===== src/rtl/writeback_regfile_if.sv =====
// Write-back stage bus: the incoming beat, the decode reservation port, the read ports and the
// retirement/status outputs of writeback_regfile.
interface writeback_regfile_if #(
  parameter int unsigned DATA_W = 64,
  parameter int unsigned NREGS  = 16,
  parameter int unsigned RIP_W  = 32,
  parameter int unsigned NRD    = 2
);
  localparam int unsigned REG_W = $clog2(NREGS);

  logic                    wb_valid;
  logic                    wb_ready;
  logic [RIP_W-1:0]        wb_rip;
  logic [REG_W-1:0]        wb_dest;
  logic                    wb_dest_valid;
  logic [DATA_W-1:0]       wb_result;
  logic [REG_W-1:0]        wb_dest2;
  logic                    wb_dest2_valid;
  logic [DATA_W-1:0]       wb_result2;
  logic                    wb_kill;
  logic                    rsv_valid;
  logic [REG_W-1:0]        rsv_reg;
  logic [NRD*REG_W-1:0]    rd_addr;
  logic [NRD*DATA_W-1:0]   rd_data;
  logic [NREGS-1:0]        busy_map;
  logic                    retire_valid;
  logic [RIP_W-1:0]        retire_rip;
  logic [31:0]             retire_count;
  logic                    halted;

  // Upstream side: ALU/memory stage, decode and register readers.
  modport master (
    output wb_valid, wb_rip, wb_dest, wb_dest_valid, wb_result,
    output wb_dest2, wb_dest2_valid, wb_result2, wb_kill,
    output rsv_valid, rsv_reg, rd_addr,
    input  wb_ready, rd_data, busy_map, retire_valid, retire_rip, retire_count, halted
  );

  // Write-back stage side.
  modport slave (
    input  wb_valid, wb_rip, wb_dest, wb_dest_valid, wb_result,
    input  wb_dest2, wb_dest2_valid, wb_result2, wb_kill,
    input  rsv_valid, rsv_reg, rd_addr,
    output wb_ready, rd_data, busy_map, retire_valid, retire_rip, retire_count, halted
  );
endinterface


===== src/rtl/writeback_regfile.sv =====
// Write-back stage: owns the architectural register file and the busy scoreboard, retires one
// beat per cycle and halts after a kill beat. Define WB_BYPASS_EN to forward the beat being
// accepted this cycle onto the read ports.
module writeback_regfile #(
  parameter int unsigned DATA_W = 64,
  parameter int unsigned NREGS  = 16,
  parameter int unsigned RIP_W  = 32,
  parameter int unsigned NRD    = 2
) (
  input logic            clk,
  input logic            reset,
  writeback_regfile_if.slave wb_io
);
  localparam int unsigned REG_W = $clog2(NREGS);

  typedef enum logic [0:0] {StRun, StHalted} state_e;

  state_e              state_q, state_d;
  logic                ready, halted;
  logic                accept, wb_write, rsv_set;
  logic [DATA_W-1:0]   rf_q [NREGS];
  logic [DATA_W-1:0]   rf_d [NREGS];
  logic [NREGS-1:0]    busy_q, busy_d;
  logic                retire_valid_q, retire_valid_d;
  logic [RIP_W-1:0]    retire_rip_q, retire_rip_d;
  logic [31:0]         retire_count_q, retire_count_d;
  logic [REG_W-1:0]    rd_idx;
  logic [NRD*DATA_W-1:0] rd_data;

  // Reset discards any beat or reservation presented in the same cycle.
  assign accept   = wb_io.wb_valid & ready & ~reset;
  assign wb_write = accept & ~wb_io.wb_kill;
  assign rsv_set  = wb_io.rsv_valid & (state_q == StRun) & ~reset;

  // State register.
  always_ff @(posedge clk) begin
    if (reset) state_q <= StRun;
    else       state_q <= state_d;
  end

  // Next state: an accepted kill beat halts until reset.
  always_comb begin
    state_d = state_q;
    unique case (state_q)
      StRun:    if (accept && wb_io.wb_kill) state_d = StHalted;
      StHalted: state_d = StHalted;
      default:  state_d = StRun;
    endcase
  end

  // FSM outputs; ready is forced high while reset is asserted.
  always_comb begin
    ready  = reset | (state_q == StRun);
    halted = (state_q == StHalted);
  end

  // Register file and scoreboard next state; primary write and reservation set are applied last.
  always_comb begin
    rf_d   = rf_q;
    busy_d = busy_q;
    if (wb_write) begin
      if (wb_io.wb_dest2_valid) begin
        rf_d[wb_io.wb_dest2]   = wb_io.wb_result2;
        busy_d[wb_io.wb_dest2] = 1'b0;
      end
      if (wb_io.wb_dest_valid) begin
        rf_d[wb_io.wb_dest]   = wb_io.wb_result;
        busy_d[wb_io.wb_dest] = 1'b0;
      end
    end
    if (rsv_set) busy_d[wb_io.rsv_reg] = 1'b1;
  end

  // Register file and scoreboard storage.
  always_ff @(posedge clk) begin
    if (reset) begin
      for (int i = 0; i < int'(NREGS); i++) rf_q[i] <= '0;
      busy_q <= '0;
    end else begin
      rf_q   <= rf_d;
      busy_q <= busy_d;
    end
  end

  // Retirement next state: pulse per accepted beat, rip held between pulses.
  always_comb begin
    retire_valid_d = accept;
    retire_rip_d   = accept ? wb_io.wb_rip : retire_rip_q;
    retire_count_d = retire_count_q + 32'(accept);
  end

  // Retirement registers.
  always_ff @(posedge clk) begin
    if (reset) begin
      retire_valid_q <= 1'b0;
      retire_rip_q   <= '0;
      retire_count_q <= '0;
    end else begin
      retire_valid_q <= retire_valid_d;
      retire_rip_q   <= retire_rip_d;
      retire_count_q <= retire_count_d;
    end
  end

  // Combinational read ports, optionally forwarding the beat being written this cycle.
  always_comb begin
    rd_data = '0;
    rd_idx  = '0;
    for (int i = 0; i < int'(NRD); i++) begin
      rd_idx = wb_io.rd_addr[i*REG_W +: REG_W];
      rd_data[i*DATA_W +: DATA_W] = rf_q[rd_idx];
`ifdef WB_BYPASS_EN
      if (wb_write && wb_io.wb_dest2_valid && (rd_idx == wb_io.wb_dest2)) begin
        rd_data[i*DATA_W +: DATA_W] = wb_io.wb_result2;
      end
      if (wb_write && wb_io.wb_dest_valid && (rd_idx == wb_io.wb_dest)) begin
        rd_data[i*DATA_W +: DATA_W] = wb_io.wb_result;
      end
`else
      rd_data[i*DATA_W +: DATA_W] = rf_q[rd_idx];
`endif
    end
  end

  assign wb_io.wb_ready     = ready;
  assign wb_io.halted       = halted;
  assign wb_io.rd_data      = rd_data;
  assign wb_io.busy_map     = busy_q;
  assign wb_io.retire_valid = retire_valid_q;
  assign wb_io.retire_rip   = retire_rip_q;
  assign wb_io.retire_count = retire_count_q;

endmodule


===== src/flat_wrapper.sv =====
// flat-port wrapper written by rule: the top's interface ports become plain ports
module writeback_regfile_flat 
#(
  parameter int unsigned DATA_W = 64,
  parameter int unsigned NREGS  = 16,
  parameter int unsigned RIP_W  = 32,
  parameter int unsigned NRD    = 2
)
  (clk, reset, wb_io_wb_valid, wb_io_wb_rip, wb_io_wb_dest, wb_io_wb_dest_valid, wb_io_wb_result, wb_io_wb_dest2, wb_io_wb_dest2_valid, wb_io_wb_result2, wb_io_wb_kill, wb_io_rsv_valid, wb_io_rsv_reg, wb_io_rd_addr, wb_io_wb_ready, wb_io_rd_data, wb_io_busy_map, wb_io_retire_valid, wb_io_retire_rip, wb_io_retire_count, wb_io_halted);
  writeback_regfile_if #(.DATA_W(DATA_W), .NREGS(NREGS), .RIP_W(RIP_W), .NRD(NRD)) wb_io_i ();
  input logic clk;
  input logic reset;
  input wire logic [$bits(wb_io_i.wb_valid)-1:0] wb_io_wb_valid;
  input wire logic [$bits(wb_io_i.wb_rip)-1:0] wb_io_wb_rip;
  input wire logic [$bits(wb_io_i.wb_dest)-1:0] wb_io_wb_dest;
  input wire logic [$bits(wb_io_i.wb_dest_valid)-1:0] wb_io_wb_dest_valid;
  input wire logic [$bits(wb_io_i.wb_result)-1:0] wb_io_wb_result;
  input wire logic [$bits(wb_io_i.wb_dest2)-1:0] wb_io_wb_dest2;
  input wire logic [$bits(wb_io_i.wb_dest2_valid)-1:0] wb_io_wb_dest2_valid;
  input wire logic [$bits(wb_io_i.wb_result2)-1:0] wb_io_wb_result2;
  input wire logic [$bits(wb_io_i.wb_kill)-1:0] wb_io_wb_kill;
  input wire logic [$bits(wb_io_i.rsv_valid)-1:0] wb_io_rsv_valid;
  input wire logic [$bits(wb_io_i.rsv_reg)-1:0] wb_io_rsv_reg;
  input wire logic [$bits(wb_io_i.rd_addr)-1:0] wb_io_rd_addr;
  output wire logic [$bits(wb_io_i.wb_ready)-1:0] wb_io_wb_ready;
  output wire logic [$bits(wb_io_i.rd_data)-1:0] wb_io_rd_data;
  output wire logic [$bits(wb_io_i.busy_map)-1:0] wb_io_busy_map;
  output wire logic [$bits(wb_io_i.retire_valid)-1:0] wb_io_retire_valid;
  output wire logic [$bits(wb_io_i.retire_rip)-1:0] wb_io_retire_rip;
  output wire logic [$bits(wb_io_i.retire_count)-1:0] wb_io_retire_count;
  output wire logic [$bits(wb_io_i.halted)-1:0] wb_io_halted;
  assign wb_io_i.wb_valid = wb_io_wb_valid;
  assign wb_io_i.wb_rip = wb_io_wb_rip;
  assign wb_io_i.wb_dest = wb_io_wb_dest;
  assign wb_io_i.wb_dest_valid = wb_io_wb_dest_valid;
  assign wb_io_i.wb_result = wb_io_wb_result;
  assign wb_io_i.wb_dest2 = wb_io_wb_dest2;
  assign wb_io_i.wb_dest2_valid = wb_io_wb_dest2_valid;
  assign wb_io_i.wb_result2 = wb_io_wb_result2;
  assign wb_io_i.wb_kill = wb_io_wb_kill;
  assign wb_io_i.rsv_valid = wb_io_rsv_valid;
  assign wb_io_i.rsv_reg = wb_io_rsv_reg;
  assign wb_io_i.rd_addr = wb_io_rd_addr;
  assign wb_io_wb_ready = wb_io_i.wb_ready;
  assign wb_io_rd_data = wb_io_i.rd_data;
  assign wb_io_busy_map = wb_io_i.busy_map;
  assign wb_io_retire_valid = wb_io_i.retire_valid;
  assign wb_io_retire_rip = wb_io_i.retire_rip;
  assign wb_io_retire_count = wb_io_i.retire_count;
  assign wb_io_halted = wb_io_i.halted;
  writeback_regfile #(.DATA_W(DATA_W), .NREGS(NREGS), .RIP_W(RIP_W), .NRD(NRD)) u_core (.clk(clk), .reset(reset), .wb_io(wb_io_i));
endmodule

===== config.mk =====
export PLATFORM = sky130hd
export DESIGN_NAME = writeback_regfile_flat
export DESIGN_NICKNAME = d
export VERILOG_FILES = /design/src/rtl/writeback_regfile_if.sv /design/src/rtl/writeback_regfile.sv /design/src/flat_wrapper.sv
export SDC_FILE = /design/constraint.sdc
export NUM_CORES = 2
export LEC_CHECK = 0
export BUFFER_PORTS_ARGS = -buffer_cell sky130_fd_sc_hd__buf_2
export CORE_UTILIZATION = 32
export CTS_CLUSTER_DIAMETER = 100
export DETAILED_ROUTE_END_ITERATION = 16
export GPL_ROUTABILITY_DRIVEN = 0
export SLEW_MARGIN = 5
export SYNTH_ARGS = -nofsm -noshare
export SYNTH_HDL_FRONTEND = slang
export SYNTH_SLANG_ARGS = --single-unit

===== constraint.sdc =====
create_clock -name clk -period 3.31 [get_ports clk]
set_input_delay 0.331 -clock clk [delete_from_list [all_inputs] [get_ports clk]]
set_output_delay 0.331 -clock clk [all_outputs]
set_load 0.05 [all_outputs]

==> metrics <==
DIE AREA just over 0.2 mm^2; f_max 0.312 GHz; min Tclk post-route 3.20 ns; clk buf depth 3; Logic pwr share between 10% and 20%; worst clock skew 0.0341 ns; Hold Violations, Final 0; vias in the first global route between 60000 and 70000; xor/xnor share of the synthesized area less than 1%; WP data arrival 3.94 ns; Pleak 25.6 nW; share of layout cells above drive strength 1 between 20% and 30%; Post-DRT Antenna Nets 0; Synthesized Nets about 7300; Core Region ~0.2 mm^2; grt ovf 0; clock share of power a little under half; io pins roughly 400; syn avg cell area 9.10 um^2; Wirelength per Cell roughly 34 um; First DRT Iteration DRCs 12400; DRC violations left 0; crit path max fanout 67; Top FF cell, synth dfxtp_1; Sw Ratio 28.7%; Crit. End Element flip-flop; sequential fraction of the synthesis area 34.1%; Cell Pwr Density roughly 420 mW/mm^2; Initial Util between 30 and 40%; Slew Limit Fails 0; setup violators final 0; Buffers on Ports a little under 400; Final Util a little under two fifths; P_int between 20 and 25 mW; Synth Instances 7142; Adder-Cell Fraction of Synth Area 0.0385%; Clk Latency, worst-skew pair 0.83 ns; Nets between 7000 and 8000; Ys Warns 0; CTS Sinks roughly 1100; Setup crit start kind flip-flop; Tot Pwr 32.5 mW; row count between 150 and 200; # Post-CTS Setup Buffers 0; post-synthesis async set-or-reset flop share 0%; global-route wire length before repair 474000 um; die width approximately 450 um; CTS tree done; CTS Root Buffer Type clkbuf_16; final WL 337000 um; Total GRT Usage a little under a third; CP Class reg2reg; Synth Area in Simple Gates 11.9%; area grow syn2layout 18.3%; commonest non-fill, non-tap cell in the layout nand2_1; part of the power in registers between 40% and 50%; drt first pass iters 6; Hold Crit Class in2reg; largest net degree at the start of global routing around 240; largest family of logic cells by synthesized area compound AO/OA/AOI/OAI gates; synthesized area between 0.06 and 0.07 mm^2; P_sw roughly 9.3 mW; RSZ-0062 raised after global routing no; most frequent cells in the layout nand2_1, dfxtp_1, a21oi_1; TNS Setup 0 ns; post-synthesis mux area share approximately 22%; chip height approximately 450 um; outcome finished, final reports clean; Max Cap Viol 0; hpwl dp about 190000 um; Slew @ Worst Pin 1.26 ns; clk slew on worst S/H paths around 0.06 ns; synthesis-stage register bit count between 1000 and 1500; vias slightly below 70000; via density per instance 6.92; headroom to the max-slew limit about 16%; Critical Path RT about 4 ns; Netlist cell types 49; Post-synth EDFFs 0; Num CTS Buffers approximately 130; period utilization 96.7%; compound-gate portion of the synthesized area between 20% and 30%; VDD IR max 0.603 mV; initial antenna violation count 45; filler instances just under 20000; H-tree depth 4
area by class of cell:
class,count,area (um^2),area share (%)
Clock inverter,30,339,0.441
Inverter,4,15.0,0.0195
Multi-Input combinational cell,4945,38600,50.3
Sequential cell,1106,22100,28.8
Clock buffer,195,3900,5.08
Timing Repair Buffer,928,8390,10.9
Antenna cell,37,92.6,0.120
Tap cell,2672,3340,4.35
per-layer routing:
metal | routed length, um | GRT usage [%]
met4 | 32700 | 26.1
met3 | 43700 | 8.48
met5 | 100 | 0.373
met2 | 144000 | 46.7
met1 | 116000 | 38.2
final timing paths:
path	startpoint	to	slack, ns	cells after the start
setup / recovery	u_core.wb_io.halted	u_core.rf_q[374]	0.11	8
hold / removal	wb_io_wb_result[56]	u_core.rf_q[184]	0.04	3
hold reg to reg	u_core.wb_io.retire_rip[27]	u_core.wb_io.retire_rip[27]	0.47	2
setup reg to reg	u_core.wb_io.halted	u_core.rf_q[374]	0.11	8
state kept, by name, indices dropped and copies added (netlist names):
signal	cells
u_core.rf_q	1024
u_core.wb_io.retire_rip	32
u_core.wb_io.busy_map	16
u_core.wb_io.retire_valid	1
u_core.wb_io.retire_count	32
u_core.wb_io.halted	1
power groups by stage:
stage / logic, mW / clock network [mW] / registers, mW
4_1_cts: 3.92 / 14.9 / 13.5
6_report: 4.09 / 14.9 / 13.5
5_1_grt: 4.18 / 15.4 / 13.5
3_5_place_dp: 3.72 / 0 / 13.8
2_1_floorplan: 2.23 / 0 / 13.9
3_3_place_gp: 3.68 / 0 / 13.8
through the flow:
step           worst slack, ns  hold slack (ns)  cell area, um^2  cells
5_1_grt                 0.0302           0.0488            76800   9903
3_5_place_dp             0.274            0.465            70200   9428
6_report                 0.108           0.0392            76900   9917
2_1_floorplan           0.0940            0.438            65000   7142
3_3_place_gp             0.344            0.458            70200   9428
4_1_cts                 0.0246           0.0107            76800   9879
synthesized netlist by cell type, types with 6 or more instances:
cell / count / area (um^2)
nand3_1: 74 / 370
and2_1: 18 / 113
buf_4: 48 / 360
o22ai_1: 202 / 1260
o21ai_0: 43 / 215
dfxtp_1: 1106 / 22100
clkbuf_1: 628 / 2360
o31ai_1: 7 / 52.6
a311oi_1: 835 / 7310
a21oi_1: 1058 / 5300
nor2b_1: 8 / 50.1
or4_1: 9 / 67.6
a211oi_1: 189 / 1420
nand4_1: 7 / 43.8
o211ai_1: 13 / 97.6
nand2_1: 1686 / 6330
nand2b_1: 37 / 231
nor2_1: 28 / 105
buf_6: 6 / 67.6
a21bo_2: 16 / 160
or3_1: 12 / 75.1
buf_2: 267 / 1340
xor2_1: 7 / 61.3
nand3b_1: 6 / 45.0
mux4_2: 640 / 14400
buf_1: 139 / 522
critical path, cell delays in order, from the launching register on:
cell and delay [ns]:
dfxtp_1 0.35, nor3b_4 0.25, buf_8 0.37, and2b_4 0.43
buf_12 0.34, buf_12 0.28, a21oi_1 0.10, a311oi_1 0.30
dlygate4sd3_1 0.60
logic make-up (layout without fill, tap and decap cells):
logic type	after synthesis	count (layout)
AOI/OAI and AO/OA	2369	2369
and+or+nand+nor	1921	1922
DFF	1106	1106
buffers and inverters	1092	1157
muxes	640	640
xor gates and xnor gates	12	12
adders and majority gates	2	2
other	0	37
timing repair:
item                                   4_1_cts  5_1_grt
hold buffers                               226        0
endpoints found under the hold margin     1008        0
gates resized for setup                      0        4
setup endpoints to repair                    0       52
No activity file was read; power rests on OpenSTA's default activity.
